<file path="config.mk">
export PLATFORM = sky130hd
export DESIGN_NAME = ball_hit_edge_detector_flat
export DESIGN_NICKNAME = d
export VERILOG_FILES = /design/src/rtl/ball_hit_edge_detector_pkg.sv /design/src/rtl/ball_hit_edge_detector_if.sv /design/src/rtl/ball_hit_edge_detector_classifier.sv /design/src/rtl/ball_hit_edge_detector.sv /design/src/flat_wrapper.sv
export SDC_FILE = /design/constraint.sdc
export NUM_CORES = 1
export LEC_CHECK = 0
export CAP_MARGIN = 10
export CORE_MARGIN = 4
export CORE_UTILIZATION = 45
export CTS_BUF_LIST = sky130_fd_sc_hd__clkbuf_4
export CTS_CLUSTER_SIZE = 14
export DETAILED_ROUTE_END_ITERATION = 7
export PLACE_DENSITY = 0.75
export SLEW_MARGIN = 25
export SYNTH_ARGS = -nofsm -noshare
export SYNTH_HDL_FRONTEND = slang
export SYNTH_SLANG_ARGS = --single-unit
</file>
<file path="constraint.sdc">
create_clock -name clk -period 3 [get_ports clk]
set_input_delay 0.6 -clock clk [delete_from_list [all_inputs] [get_ports clk]]
set_output_delay 0.6 -clock clk [all_outputs]
set_load 0.005 [all_outputs]
</file>
<file path="src/rtl/ball_hit_edge_detector_pkg.sv">
// billiard_pkg: edge-code type, edge bit positions and detector FSM states shared by the hit detectors.
package billiard_pkg;
  typedef logic [3:0] edge_code_t;
  localparam int EDGE_LEFT = 3;
  localparam int EDGE_TOP = 2;
  localparam int EDGE_RIGHT = 1;
  localparam int EDGE_BOTTOM = 0;
  localparam edge_code_t X_EDGES = 4'b1010;
  localparam edge_code_t Y_EDGES = 4'b0101;
  typedef enum logic [1:0] {ACCUM, REPORT, HOLDOFF} det_state_t;
endpackage

</file>
<file path="src/rtl/ball_hit_edge_detector_if.sv">
// ball_hit_edge_detector_if: pixel scan inputs, ball position and collision report of the edge detector.
interface ball_hit_edge_detector_if;
  import billiard_pkg::*;
  logic startOfFrame;
  logic [10:0] pixelX;
  logic [10:0] pixelY;
  logic ballDR;
  logic obstacleDR;
  logic signed [10:0] ballTopLeftX;
  logic signed [10:0] ballTopLeftY;
  logic collision;
  edge_code_t HitEdgeCode;
  modport master(
    output startOfFrame, pixelX, pixelY, ballDR, obstacleDR, ballTopLeftX, ballTopLeftY,
    input collision, HitEdgeCode
  );
  modport slave(
    input startOfFrame, pixelX, pixelY, ballDR, obstacleDR, ballTopLeftX, ballTopLeftY,
    output collision, HitEdgeCode
  );
endinterface

</file>
<file path="src/rtl/ball_hit_edge_detector_classifier.sv">
// hit_edge_classifier: maps one overlapping pixel's offset inside the ball to the ball edges it touches.
module hit_edge_classifier
  import billiard_pkg::*;
#(
  parameter int BALL_SIZE = 32,
  parameter int EDGE_MARGIN = 4
) (
  input logic hit,
  input logic signed [11:0] offX,
  input logic signed [11:0] offY,
  output edge_code_t edgeCode
);
  logic inBall;
  assign inBall = hit && !offX[11] && !offY[11]
                  && offX[10:0] < 11'(BALL_SIZE) && offY[10:0] < 11'(BALL_SIZE);
  always_comb begin
    edgeCode = '0;
    edgeCode[EDGE_LEFT] = inBall && offX[10:0] < 11'(EDGE_MARGIN);
    edgeCode[EDGE_TOP] = inBall && offY[10:0] < 11'(EDGE_MARGIN);
    edgeCode[EDGE_RIGHT] = inBall && offX[10:0] >= 11'(BALL_SIZE - EDGE_MARGIN);
    edgeCode[EDGE_BOTTOM] = inBall && offY[10:0] >= 11'(BALL_SIZE - EDGE_MARGIN);
  end
endmodule

</file>
<file path="src/rtl/ball_hit_edge_detector.sv">
// ball_hit_edge_detector: accumulates touched ball edges per frame, reports once per frame with holdoff.
// Optional EDGE_VOTE_EN keeps only the axis with more touching pixels when a corner is hit.
module ball_hit_edge_detector
  import billiard_pkg::*;
#(
  parameter int BALL_SIZE = 32,
  parameter int EDGE_MARGIN = 4,
  parameter int HOLDOFF_FRAMES = 2
) (
  input logic clk,
  input logic reset,
  ball_hit_edge_detector_if.slave bus
);
  localparam int HW = HOLDOFF_FRAMES > 0 ? $clog2(HOLDOFF_FRAMES + 1) : 1;
  det_state_t state, nextState;
  logic [10:0] pixelX1, pixelY1;
  logic ballDR1, obstacleDR1, sof1, sof2;
  logic signed [11:0] offX, offY;
  edge_code_t pixelEdges, edges2, acc, snap, reportCode;
  logic [HW-1:0] holdCnt;
  assign offX = 12'(pixelX1) - 12'(bus.ballTopLeftX);
  assign offY = 12'(pixelY1) - 12'(bus.ballTopLeftY);
  hit_edge_classifier #(.BALL_SIZE(BALL_SIZE), .EDGE_MARGIN(EDGE_MARGIN)) classifier (
    .hit(ballDR1 & obstacleDR1),
    .offX(offX),
    .offY(offY),
    .edgeCode(pixelEdges)
  );
  // edges2 and sof2 are aligned, so a hit arriving with sof2 opens the new frame
  always_ff @(posedge clk)
    if (reset) begin
      pixelX1 <= '0;
      pixelY1 <= '0;
      ballDR1 <= 1'b0;
      obstacleDR1 <= 1'b0;
      sof1 <= 1'b0;
      sof2 <= 1'b0;
      edges2 <= '0;
      acc <= '0;
      snap <= '0;
      holdCnt <= '0;
    end else begin
      pixelX1 <= bus.pixelX;
      pixelY1 <= bus.pixelY;
      ballDR1 <= bus.ballDR;
      obstacleDR1 <= bus.obstacleDR;
      sof1 <= bus.startOfFrame;
      sof2 <= sof1;
      edges2 <= pixelEdges;
      acc <= sof2 ? edges2 : acc | edges2;
      if (state == ACCUM && sof2) snap <= reportCode;
      if (state == REPORT) holdCnt <= HW'(HOLDOFF_FRAMES);
      else if (state == HOLDOFF && sof2) holdCnt <= holdCnt - 1'b1;
    end
`ifdef EDGE_VOTE_EN
  logic [7:0] edgeCnt [4];
  logic [8:0] xSum, ySum;
  logic hasX, hasY;
  always_ff @(posedge clk)
    for (int i = 0; i < 4; i++)
      edgeCnt[i] <= reset ? 8'd0
                  : sof2 ? 8'(edges2[i])
                  : edgeCnt[i] + 8'(edges2[i] && edgeCnt[i] != 8'hff);
  assign xSum = 9'(edgeCnt[EDGE_LEFT]) + 9'(edgeCnt[EDGE_RIGHT]);
  assign ySum = 9'(edgeCnt[EDGE_TOP]) + 9'(edgeCnt[EDGE_BOTTOM]);
  assign hasX = |(acc & X_EDGES);
  assign hasY = |(acc & Y_EDGES);
  always_comb
    reportCode = !(hasX && hasY) ? acc
               : xSum > ySum ? acc & X_EDGES
               : ySum > xSum ? acc & Y_EDGES
               : acc;
`else
  assign reportCode = acc;
`endif
  always_ff @(posedge clk)
    if (reset) state <= ACCUM;
    else state <= nextState;
  always_comb
    nextState = state == REPORT ? (HOLDOFF_FRAMES > 0 ? HOLDOFF : ACCUM)
              : !sof2 ? state
              : state == ACCUM && acc != '0 ? REPORT
              : state == HOLDOFF && holdCnt == HW'(1) ? ACCUM
              : state;
  always_comb begin
    bus.collision = state == REPORT;
    bus.HitEdgeCode = state == REPORT ? snap : '0;
  end
endmodule

</file>
<file path="src/flat_wrapper.sv">
// flat-port wrapper written by rule: the top's interface ports become plain ports
module ball_hit_edge_detector_flat import billiard_pkg::*;
#(
  parameter int BALL_SIZE = 32,
  parameter int EDGE_MARGIN = 4,
  parameter int HOLDOFF_FRAMES = 2
)
  (clk, reset, bus_startOfFrame, bus_pixelX, bus_pixelY, bus_ballDR, bus_obstacleDR, bus_ballTopLeftX, bus_ballTopLeftY, bus_collision, bus_HitEdgeCode);
  ball_hit_edge_detector_if bus_i ();
  input logic clk;
  input logic reset;
  input wire logic [$bits(bus_i.startOfFrame)-1:0] bus_startOfFrame;
  input wire logic [$bits(bus_i.pixelX)-1:0] bus_pixelX;
  input wire logic [$bits(bus_i.pixelY)-1:0] bus_pixelY;
  input wire logic [$bits(bus_i.ballDR)-1:0] bus_ballDR;
  input wire logic [$bits(bus_i.obstacleDR)-1:0] bus_obstacleDR;
  input wire logic [$bits(bus_i.ballTopLeftX)-1:0] bus_ballTopLeftX;
  input wire logic [$bits(bus_i.ballTopLeftY)-1:0] bus_ballTopLeftY;
  output wire logic [$bits(bus_i.collision)-1:0] bus_collision;
  output wire logic [$bits(bus_i.HitEdgeCode)-1:0] bus_HitEdgeCode;
  assign bus_i.startOfFrame = bus_startOfFrame;
  assign bus_i.pixelX = bus_pixelX;
  assign bus_i.pixelY = bus_pixelY;
  assign bus_i.ballDR = bus_ballDR;
  assign bus_i.obstacleDR = bus_obstacleDR;
  assign bus_i.ballTopLeftX = bus_ballTopLeftX;
  assign bus_i.ballTopLeftY = bus_ballTopLeftY;
  assign bus_collision = bus_i.collision;
  assign bus_HitEdgeCode = bus_i.HitEdgeCode;
  ball_hit_edge_detector #(.BALL_SIZE(BALL_SIZE), .EDGE_MARGIN(EDGE_MARGIN), .HOLDOFF_FRAMES(HOLDOFF_FRAMES)) u_core (.clk(clk), .reset(reset), .bus(bus_i));
endmodule
</file>
### Word-level counts from Yosys, hierarchy flattened

Index checks and enable logic that the tools add are counted.

| storage, ports and cells | value |
|---|---|
| register bits after elaboration | 42 |

| cells by class | value |
|---|---|
| add/subtract/negate cells | 3 |
| order comparisons | 6 |
| equality and inequality tests | 3 |
| mux-type cells | 8 |
| bitwise operators | 2 |
| reductions and logical operators | 23 |

Operators with widths:

| kind | number |
|---|---|
| $sub 11x12->12 | 2 |
| $ge 11x5->1 const B | 2 |
| $lt 11x3->1 const B | 2 |
| $lt 11x6->1 const B | 2 |
| $logic_and 1x1->1 | 12 |
| $mux 2 | 6 |
| $mux 4 | 2 |
| $reduce_bool 2->1 | 3 |
| $eq 2x1->1 const B | 2 |
| $or 4x4->4 | 1 |
| $reduce_and 2->1 | 2 |
| $reduce_bool 4->1 | 1 |
| $reduce_bool 3->1 | 1 |
| $eq 2x2->1 const B | 1 |
| $logic_not 1->1 | 2 |
| $logic_not 2->1 | 1 |
| $reduce_or 2->1 | 1 |
| $sub 2x1->2 const B | 1 |
| $and 1x1->1 | 1 |

### Longest topological paths before layout

Gate-level depths: netlist of run 1.

| logic depth | value |
|---|---|
| depth in word-level cells | 7 |
| gate-level depth with buffers | 10 |

### Hierarchy

A second synthesis of run 1 with hierarchy kept.

| second synthesis, totals | value |
|---|---|
| cell total of the unflattened synthesis | 284 |
| area, all modules | 2449.8 µm² |

Modules (own cells, without submodules):

| module | times used | cells each | area each (µm²) |
|---|---|---|---|
| ball_hit_edge_detector | 1 | 273 | 2341.0 |
| hit_edge_classifier | 1 | 11 | 108.9 |

### Least setup slack after synthesis of run 1

No wires, ideal clock.

| path | value |
|---|---|
| kind | input port to flip-flop |
| start | input port bus_ballTopLeftX[0] |
| end | register u_core.edges2[0] |
| arrival | 2.870 ns |
| path slack | 0.038 ns |
| stages on the path | 9 |
| buffers on the path | 0 |
| path through | ha_1 -> fa_1 -> nand2b_1 -> a21oi_1 -> nor2b_1 -> o311a_1 -> nor4_1 -> or4b_4 -> nor4_1 |

| on the way | value |
|---|---|
| longest elaborated chain between the ends | 7 |
| elaborated cells on any way between the ends | 8 |

RTL lines:

| item | RTL line | source |
|---|---|---|
| start: declaration | flat_wrapper.sv:17 | `input wire logic [$bits(bus_i.ballTopLeftX)-1:0] bus_ballTopLeftX;` |
| $sub 11x12->12 * | ball_hit_edge_detector.sv:21 | `assign offX = 12'(pixelX1) - 12'(bus.ballTopLeftX);` |
| branches (longest 3 deep; another with $lt 11x6->1) | - |  |
| $logic_and 1x1->1 * (2 in series) | ball_hit_edge_detector_classifier.sv:15 | `&& offX[10:0] < 11'(BALL_SIZE) && offY[10:0] < 11'(BALL_SIZE);` |
| $logic_and 1x1->1 * | ball_hit_edge_detector_classifier.sv:21 | `edgeCode[EDGE_BOTTOM] = inBall && offY[10:0] >= 11'(BALL_SIZE - EDGE_MARGIN);` |
| end signal: assignment | ball_hit_edge_detector.sv:49 | `edges2 <= pixelEdges;` |
| end: declaration | ball_hit_edge_detector.sv:19 | `edge_code_t pixelEdges, edges2, acc, snap, reportCode;` |

Every way passes the cells marked *.
A chain may end at the register's enable or synchronous reset.

### Final worst setup path of run 1

| path | value |
|---|---|
| start | input port bus_ballTopLeftY[5] |
| end | register u_core.edges2[3] |

| on the way | value |
|---|---|
| longest elaborated chain between the ends | 6 |
| elaborated cells on any way between the ends | 7 |

RTL lines:

| item | RTL line | source |
|---|---|---|
| start: declaration | flat_wrapper.sv:18 | `input wire logic [$bits(bus_i.ballTopLeftY)-1:0] bus_ballTopLeftY;` |
| $sub 11x12->12 * | ball_hit_edge_detector.sv:22 | `assign offY = 12'(pixelY1) - 12'(bus.ballTopLeftY);` |
| branches (longest 3 deep; another with $lt 11x6->1) | - |  |
| $logic_and 1x1->1 * | ball_hit_edge_detector_classifier.sv:15 |  |
| $logic_and 1x1->1 * | ball_hit_edge_detector_classifier.sv:18 | `edgeCode[EDGE_LEFT] = inBall && offX[10:0] < 11'(EDGE_MARGIN);` |

Marks and branches as above.

==> results of run 1 <==
==> flip-flops by register name, indices dropped and copies added (netlist names) <==
name,count
u_core.sof2,1
u_core.snap,4
u_core.sof1,1
u_core.pixelX1,11
u_core.obstacleDR1,1
u_core.edges2,4
u_core.state,2
u_core.holdCnt,2
u_core.pixelY1,11
u_core.acc,4
u_core.ballDR1,1
==> stage by stage <==
stage / hold WS (ns) / instances / TNS (ns) / total power (W) / setup WS [ns]
after global placement: 0.419 / 460 / -2.02 / 0.000969 / -0.508
after global routing: 0.487 / 470 / -0.0509 / 0.00148 / -0.0482
final: 0.453 / 470 / 0 / 0.00140 / 0.0593
after floorplan: 0.413 / 299 / 0 / 0.000803 / 0.0383
after CTS: 0.454 / 468 / 0 / 0.00136 / 0.0222
after detailed placement: 0.423 / 460 / -2.29 / 0.000976 / -0.623
==> critical path, cell delays in order <==
cell and delay (ns):
clkdlybuf4s50_1 0.45, inv_1 0.04, ha_1 0.27, a211oi_4 0.34, nor2b_2 0.22, a221oi_2 0.08
xnor2_1 0.21, nand4_1 0.11, or4b_4 0.63, nor4_4 0.27
==> layout by cell type (no fill, tap or decap), types with 6 or more instances in the layout <==
cell / synthesis / layout
ha_1: 23 / 15
buf_4: 0 / 45
xnor2_1: 9 / 8
inv_1: 33 / 29
o21a_1: 10 / 10
nor2_1: 23 / 23
o21ai_0: 10 / 9
a21oi_2: 0 / 6
clkbuf_4: 0 / 6
dfxtp_1: 42 / 42
nor2b_1: 31 / 28
clkdlybuf4s50_1: 0 / 47
dlymetal6s2s_1: 0 / 6
nand2_1: 16 / 14
a21oi_1: 23 / 16
==> Yosys cell counts, types with 2 or more instances <==
library cell and n:
a22oi_1 2, nor4_1 6, a21o_1 3, o21ai_0 10, nor2b_1 31, nor2_1 23, nor3_1 5, o21ai_1 2
o21a_1 10, a311oi_1 2, clkbuf_1 5, ha_1 23, o22ai_1 2, nand2b_1 6, a21oi_1 23, a31oi_1 5
inv_1 33, xnor2_1 9, o211ai_1 2, or2_2 2, and2_1 4, dfxtp_1 42, nand3_1 4, xor2_1 3
o2111ai_1 2, fa_1 2, o31ai_1 2, nand2_1 16, nand4_1 3, or3_1 3
==> cell families (layout without fill, tap and decap cells) <==
family,count (synthesis),after routing,synth area share
and+or+nand+nor,110,110,0.244
muxes,1,1,0.00452
adders and majority gates,25,25,0.131
buffers and inverters,38,139,0.0572
DFF,42,42,0.337
xor gates and xnor gates,12,12,0.0422
AOI/OAI and AO/OA,71,71,0.184
==> repair_timing <==
item                                    4_1_cts  5_1_grt
resized for setup                            10       44
gates cloned                                  0        0
endpoints found under the setup margin        4        4
pin swaps                                    10       24
buffers inserted                              0        2
==> layout make-up <==
class                   instances  area, µm²
multi-input cells             219       1770
fillers                       394       1450
repair buffers                 98        883
flip-flops and latches         42        841
inverters                      33        124
well taps                      70       87.6
clock buffers                   6       45.0
clock inverters                 2       37.5
==> layer usage <==
layer  global-route usage  share of wire
met2                0.317           0.53
met4               0.0465          0.016
met5                    0              0
met3               0.0423          0.046
met1                0.194           0.40
==> path summary, 6_finish.rpt <==
| kind | end | cells past startpoint |
|---|---|---|
| hold reg to reg | u_core.sof2 | 1 |
| setup reg to reg | u_core.edges2[3] | 10 |
| hold / removal | u_core.sof2 | 1 |
| setup / recovery | u_core.edges2[3] | 10 |
==> power by group through the flow <==
stage / sequential (W) / clock [W] / combinational [W]
3_5_place_dp: 0.000595 / 0 / 0.000381
2_1_floorplan: 0.000593 / 0 / 0.000210
5_1_grt: 0.000587 / 0.000406 / 0.000491
4_1_cts: 0.000583 / 0.000382 / 0.000397
3_3_place_gp: 0.000594 / 0 / 0.000374
6_report: 0.000584 / 0.000371 / 0.000447
==> flow_summary.toml, run 1 <==
[pwr]
p_per_area_nw_per_um2 = 371
clockPowerShare = 0.264
power.internal_w = 0.00100
power.switching_fraction = 0.285
power_frac_seq = 0.417
p_switching_w = 0.000400
p_leak_nw = 1.63
pwr-share-comb = 0.319
vdd_ir_drop_max_uv = 230

[grt]
grt_pass1_wl_um = 9120
grt-ovfl-total = 0
grt_start_max_net_pins = 39
grt_pass1_vias = 2253
grt_use_total = 0.172
antenna_found_initial = 0

[cells_and_area]
nets = 473
fin_area_um2 = 3780
num_antenna_cells = 0
final_core_util = 0.722
syn_to_final_growth_pct = 51.7
drive_gt1_frac = 0.253

[sta]
min_period_ns = 2.94
setup_viol = 0
worst_pin_slew_ns = 0.563
skew_ns = 0.00926
drv_slew = 0
period_share = 0.980
relSlewSlack = 0.623
hold_viol = 0
fmax_ghz = 0.340

[routing]
wl_per_cell_um = 12.4
via_per_inst = 5.09
routed_wl_um = 5840
drt_pre_antenna_iters = 7
drc = 1
drt_iter0_drc = 125
dr_total_vias = 2391
ant_nets = 0

[setup_path]
rr_startpoint = "u_core.pixelX1[0]"
crit_path_start = "bus_ballTopLeftY[5]"
cp_max_fo = 5
crit_path_end_kind = "register"
worst_ep_required_time_ns = 3.28
critical_path_class = "in2reg"
crit_arrival_ns = 3.22
start_kind = "primary input"
r2r_slack_ns = 0.24

[synthesis]
synth_top_area_frac = 0.337
synthesis.nets = 373
synthCells = 299
syn_area_um2 = 2490
yosys.area.top_type = "dfxtp_1"
yosysWarnings = 0
ys_types = 44
synth.area.top_cells = "dfxtp_1 (34%), ha_1 (12%), nor2b_1 (7.8%)"
ys.flop_type = "dfxtp_1"
synth.ff_latch_count = 42
async_reset_ff_frac = 0
synth_edf_count = 0
synth_area_per_cell_um2 = 8.34
yosysSeqAreaShare = 0.337

[die]
initial_core_util = 0.476
core.rowCount = 26
core_um2 = 5240
io_pins = 54
die_h_um = 82.4
die_area_um2 = 6800
fp.dieW_um = 82.4

[outcome]
status = "finished, violations left"
violations = "DRC"

[clock_tree]
cts_tree = "yes"
clock_path_buffers = 2
cts_buffers = 5
cts_root_buf = "clkbuf_4"
clock_latency_ns = 0.36
cts_hold_buf = 0
cts_htree_levels = 2
cts.clk_slew.worst_paths_ns = 0.13
clock_sinks = 42

[place]
hpwlAfterDp_um = 4210
gp_congestion = 0.834
placed_cell_area_um2 = 3420
port_buffers = 53

[flow_run]
maxCapViolCount = 0

[min_path]
hold_path.class = "reg2reg"
min_from = "u_core.sof1"
Note: power is estimated with default switching activity, not from simulation.
==> run 2: changes to the inputs <==
--- a/config.mk
+++ b/config.mk
@@ -6,13 +6,13 @@
 export NUM_CORES = 1
 export LEC_CHECK = 0
 export CAP_MARGIN = 10
-export CORE_MARGIN = 4
+export CORE_MARGIN = 2
 export CORE_UTILIZATION = 45
 export CTS_BUF_LIST = sky130_fd_sc_hd__clkbuf_4
 export CTS_CLUSTER_SIZE = 14
 export DETAILED_ROUTE_END_ITERATION = 7
 export PLACE_DENSITY = 0.75
-export SLEW_MARGIN = 25
+export SLEW_MARGIN = 20
 export SYNTH_ARGS = -nofsm -noshare
 export SYNTH_HDL_FRONTEND = slang
 export SYNTH_SLANG_ARGS = --single-unit
==> run 2 against run 1 <==
Against the previous run:
- the run now ends clean
- global-route usage is 1.6 points higher
- power increased by 4.3%
- count of clock-buffer cells in the layout down 1
- flip-flop and latch count did not move
- clock skew fell by 0.0052 ns
- combinational power is 4% lower
==> flow_summary.toml, run 2 (synthesis results as in run 1) <==
[setup_path]
crit_path_end_kind = "register"
cp_cell_sequence = "clkdlybuf4s50_1 -> ha_1 -> fa_1 -> nand2b_4 -> a21oi_2 -> o22ai_1 -> xor2_1 -> nand4_1 -> or4b_4 -> buf_6 -> nor4_4"
crit_arrival_ns = 3.20
cp_top_family = "simple AND/OR/NAND/NOR gates"
cp_max_fo = 3
slowest_stage = "or4b_4"
worst_ep_required_time_ns = 3.28
critical_path_class = "in2reg"
critPathMaxStageDelay_ns = 0.58
critPathBufInv = 2
start_kind = "primary input"

[clock_tree]
clock_path_buffers = 2
cts_tree = "yes"
cts.clk_slew.worst_paths_ns = 0.12
cts_htree_levels = 2
clock_sinks = 42
clock_latency_ns = 0.36
cts_buffers = 5
cts_root_buf = "clkbuf_4"

[cells_and_area]
multi_input_area_um2 = 1720
final_core_util = 0.692
fillers = 455
num_antenna_cells = 0
final_common_cell = "clkdlybuf4s50_1"
layout_common_cells = "clkdlybuf4s50_1 (49), buf_4 (43), dfxtp_1 (42), inv_1 (31), nor2b_1 (29)"
nets = 473
top_regs = "u_core.pixelX1: 11 flops, u_core.pixelY1: 11 flops"
syn_to_final_growth_pct = 51.0
drive_gt1_frac = 0.220
fin_area_um2 = 3760
register_area_um2 = 841

[grt]
grt_use_total = 0.188
grt-ovfl-total = 0
antenna_found_initial = 0
grt_start_max_net_pins = 39
grt_pass1_vias = 2320
grt_pass1_wl_um = 9500

[pwr]
power.internal_w = 0.00107
p_leak_nw = 1.61
finalPower_w = 0.00146
power_frac_seq = 0.400
p_switching_w = 0.000394
p_per_area_nw_per_um2 = 388
vdd_ir_drop_max_uv = 247
clockPowerShare = 0.306
pwr-share-comb = 0.295
power.switching_fraction = 0.270

[sta]
worst_pin_slew_ns = 0.580
fmax_ghz = 0.342
min_period_ns = 2.92
relSlewSlack = 0.612
fin_tns_setup_ns = 0
whs_ns = 0.452
setup_viol = 0
drv_slew = 0
skew_ns = 0.00406
hold_viol = 0
period_share = 0.975

[die]
core.rowCount = 27
core_um2 = 5440
fp.dieW_um = 78.4
initial_core_util = 0.458
die_h_um = 78.4
die_area_um2 = 6150
io_pins = 54

[place]
port_buffers = 53
gp_congestion = 0.858
placed_cell_area_um2 = 3400
hpwlAfterDp_um = 4160

[routing]
drt_iter0_drc = 66
drt_pre_antenna_iters = 4
routed_wl_um = 5740
wl_per_cell_um = 12.2
dr_total_vias = 2440
ant_nets = 0
via_per_inst = 5.17
drc = 0

[flow_run]
maxCapViolCount = 0

[min_path]
hold_path.class = "reg2reg"

[outcome]
status = "finished clean"
## run 2: cell count changes in the layout (fill, tap and decap cells not counted), sizes merged
cell           before  now
bufinv              1    2
clkinv              0    1
dlymetal6s2s        6    4
clkbuf              6    5
clkinvlp            1    0
clkdlybuf4s50      47   49
## run 2: worst min-delay path, delay by kind of cell, from the launching register on
kind	cells	cell delay, ns
flip-flops	1	0.33
AND/OR/NAND/NOR	1	0.06
AO/OA/AOI/OAI	1	0.03
## run 2: power groups by stage
stage               logic, W  clock network (W)  registers, W
detailed placement  0.000375                  0      0.000595
CTS                 0.000387           0.000452      0.000583
finish              0.000431           0.000447      0.000584
floorplan           0.000210                  0      0.000593
global placement    0.000368                  0      0.000594
global route        0.000471           0.000478      0.000586
## run 2: area by class of cell
type | instances | share of cell area
multi-input cells | 219 | 0.458
repair buffers | 98 | 0.235
flip-flops and latches | 42 | 0.223
inverters | 33 | 0.0329
well taps | 72 | 0.0239
clock inverters | 3 | 0.0169
clock buffers | 5 | 0.00997
## run 2: path summary, 6_finish.rpt
check | slack [ns] | startpoint | cells after the start | endpoint
min | 0.45 | u_core.edges2[3] | 2 | u_core.acc[3]
max reg2reg | 0.28 | u_core.pixelX1[0] | 11 | u_core.edges2[3]
min reg2reg | 0.45 | u_core.edges2[3] | 2 | u_core.acc[3]
max | 0.08 | bus_ballTopLeftY[0] | 11 | u_core.edges2[3]
## run 2: metrics by stage
stage / setup WS (ns) / std cells
finish: 0.0752 / 472
global route: -0.00604 / 472
CTS: 0.00474 / 468
detailed placement: -0.607 / 459
global placement: -0.516 / 459
floorplan: 0.0383 / 299
## run 2: routing by layer
metal / vias to the layer above / routed length, µm / global-route usage
li1: 1228 / - / -
met1: 1144 / 2420 / 0.212
met2: 55 / 2990 / 0.345
met3: 13 / 212 / 0.0391
met4: 0 / 114 / 0.0702
met5: - / 0 / 0
## run 2: what timing repair did
item,in CTS,in global routing
endpoints found under the hold margin,0,0
setup buffers,1,4
pin swaps,10,14
setup endpoints to repair,4,4
hold buffers,0,0
gates resized for setup,6,35
==> run 3: changes to the inputs <==
--- a/config.mk
+++ b/config.mk
@@ -5,13 +5,14 @@
 export SDC_FILE = /design/constraint.sdc
 export NUM_CORES = 1
 export LEC_CHECK = 0
+export ABC_AREA = 1
 export CAP_MARGIN = 10
 export CORE_MARGIN = 2
 export CORE_UTILIZATION = 45
 export CTS_BUF_LIST = sky130_fd_sc_hd__clkbuf_4
 export CTS_CLUSTER_SIZE = 14
 export DETAILED_ROUTE_END_ITERATION = 7
-export PLACE_DENSITY = 0.75
+export PLACE_DENSITY = 0.7
 export SLEW_MARGIN = 20
 export SYNTH_ARGS = -nofsm -noshare
 export SYNTH_HDL_FRONTEND = slang
==> run 3 against run 2 <==
Against the previous run:
- non-clock buffer count down 43
- global-route usage down 1.8 points
- critical path depth down 6
- register-to-register slack better by 0.70 ns
- power down 14%
- sequential power about the same
==> flow_summary.toml, run 3 <==
[outcome]
status = "finished clean"

[grt]
antenna_found_initial = 0
grt-ovfl-total = 0
grt_pass1_vias = 2374
grt_pass1_wl_um = 9880
grt_start_max_net_pins = 16
grt_use_total = 0.170

[clock_tree]
clock_path_buffers = 2
cts_buffers = 5
cts_htree_levels = 2
postCtsSetupBuffers = 0
post_cts_resized = 0
cts_root_buf = "clkbuf_4"
clock_sinks = 42
cts_hold_buf = 0
clock_latency_ns = 0.36
cts_tree = "yes"
cts.clk_slew.worst_paths_ns = 0.14

[die]
die_h_um = 83.0
fp.dieW_um = 83.0
initial_core_util = 0.469
core.rowCount = 28
core_um2 = 5990
io_pins = 54
die_area_um2 = 6890

[synthesis]
synth_mux_area_frac = 0
synthTopCellsByCount = "inv_1 (106), nand2_1 (104), nor2_1 (70)"
synth_top_area_frac = 0.299
yosysSeqAreaShare = 0.299
synth.area.top_cells = "dfxtp_1 (30%), inv_1 (14%), nand2_1 (14%)"
syn_area_um2 = 2810
synth_xor_area_frac = 0.0187
async_reset_ff_frac = 0
synth_compound_area_frac = 0.0651
synthCells = 449
synth_edf_count = 0
yosysMostFrequentCell = "inv_1"
synth.ff_latch_count = 42
ys.flop_type = "dfxtp_1"
synth_simple_gate_area_frac = 0.350
yosysWarnings = 0
ys_types = 27
synthesis.nets = 523
synth-adder-area-share = 0.117
yosys.area.top_type = "dfxtp_1"
synth_area_per_cell_um2 = 6.25
synth_top_family_by_area = "simple AND/OR/NAND/NOR gates"

[cells_and_area]
final_common_cell = "inv_1"
nets = 581
syn_to_final_growth_pct = 24.5
fillers = 596
top_regs = "u_core.pixelX1: 11 flops, u_core.pixelY1: 11 flops"
drive_gt1_frac = 0.0610
num_antenna_cells = 0
layout_common_cells = "inv_1 (106), nand2_1 (104), nor2_1 (70), clkdlybuf4s50_1 (53), dfxtp_1 (42)"

[pwr]
power.internal_w = 0.000837
p_leak_nw = 1.90
power.switching_fraction = 0.333
finalPower_w = 0.00125
p_per_area_nw_per_um2 = 359
clockPowerShare = 0.243
vdd_ir_drop_max_uv = 200
pwr-share-comb = 0.291
p_switching_w = 0.000418
power_frac_seq = 0.466

[min_path]
min_from = "u_core.sof1"
min_to = "u_core.sof2"
holdPathStages = 2
hold_path.class = "reg2reg"

[routing]
drc = 0
routed_wl_um = 5540
via_per_inst = 4.49
drt_iter0_drc = 77
dr_total_vias = 2618
drt_pre_antenna_iters = 4
wl_per_cell_um = 9.51
ant_nets = 0

[setup_path]
critical_path_class = "reg2out"
crit_path_end_kind = "output port"
cp_max_fo = 5
reg2reg_depth = 16
start_kind = "register"
rr_startpoint = "u_core.pixelX1[0]"
r2r-end = "u_core.edges2[0]"
r2r_slack_ns = 0.98
crit_arrival_ns = 1.74
worst_ep_required_time_ns = 2.40

[sta]
min_period_ns = 2.34
skew_ns = 0.0120
drv_slew = 0
rsz0062_at_grt = "no"
period_share = 0.779
fin_tns_setup_ns = 0
relSlewSlack = 0.761
hold_viol = 0
worst_pin_slew_ns = 0.358
fmax_ghz = 0.428
timing.final.ws_setup_ns = 0.664
setup_viol = 0

[place]
place_ws_ns = 0.304
port_buffers = 53
gp_congestion = 0.816
hpwlAfterDp_um = 4590

[flow_run]
maxCapViolCount = 0
[run 3: changes by cell type after synthesis, moves of 4 or more]
cell,delta
a21oi_1,-7
a31oi_1,-4
and2_1,-4
inv_1,+73
nand2_1,+88
nand2_2,+11
nand2b_1,-6
nand3_1,+28
nor2_1,+47
nor2b_1,-31
nor4_1,-4
o21a_1,-9
xnor2_1,-7
[run 3: logic make-up after synthesis]
logic type / after synthesis
xor+xnor: 6
simple gates: 232
buf+inv: 112
flops: 42
fa+ha+maj: 25
compound gates: 32
[run 3: area by class of cell]
type	count	area [µm²]	area share
Clock buffer	5	37.5	0.0107
Sequential cell	42	841	0.241
Timing Repair Buffer	55	546	0.156
Inverter	108	405	0.116
Tap cell	75	93.8	0.0269
Clock inverter	3	25.0	0.00716
Multi-Input combinational cell	295	1550	0.443
[run 3: critical path: stages, from the launching register on]
cell and delay, ns:
dfxtp_1 0.38, inv_1 0.07, nor2_1 0.16, inv_1 0.13, nor2_1 0.13, clkdlybuf4s50_1 0.51
[run 3: power groups by stage]
stage	combinational, W	clock [W]	sequential (W)
2_1_floorplan	0.000248	0	0.000596
3_3_place_gp	0.000361	0	0.000597
3_5_place_dp	0.000364	0	0.000598
4_1_cts	0.000367	0.000323	0.000586
5_1_grt	0.000419	0.000348	0.000588
6_report	0.000365	0.000305	0.000585
[run 3: how the worst max path moves through the flow]
stage                        start                 end  slack, ns
2_1_floorplan  bus_ballTopLeftX[0]    u_core.edges2[0]       0.87
3_3_place_gp   bus_ballTopLeftX[0]    u_core.edges2[0]       0.36
3_5_place_dp   bus_ballTopLeftX[0]    u_core.edges2[1]       0.30
4_1_cts            u_core.state[0]  bus_HitEdgeCode[1]       0.63
5_1_grt        bus_ballTopLeftX[0]    u_core.edges2[1]       0.45
6_report           u_core.state[0]  bus_HitEdgeCode[1]       0.66
[run 3: through the flow]
step                      cell area, µm²  hold slack [ns]  utilization  std cells
after CTS                           3490            0.419        0.583        583
after global placement              3430            0.397        0.573        575
after floorplan                     2810            0.388            -        449
final                               3490            0.415        0.583        583
after detailed placement            3430            0.399        0.573        575
after global routing                3490            0.453        0.583        583
[run 3: routing by layer]
metal,global-route usage,part of all wire
met1,0.221,0.49
met2,0.277,0.45
met3,0.0398,0.041
met4,0.0551,0.018
met5,0,0
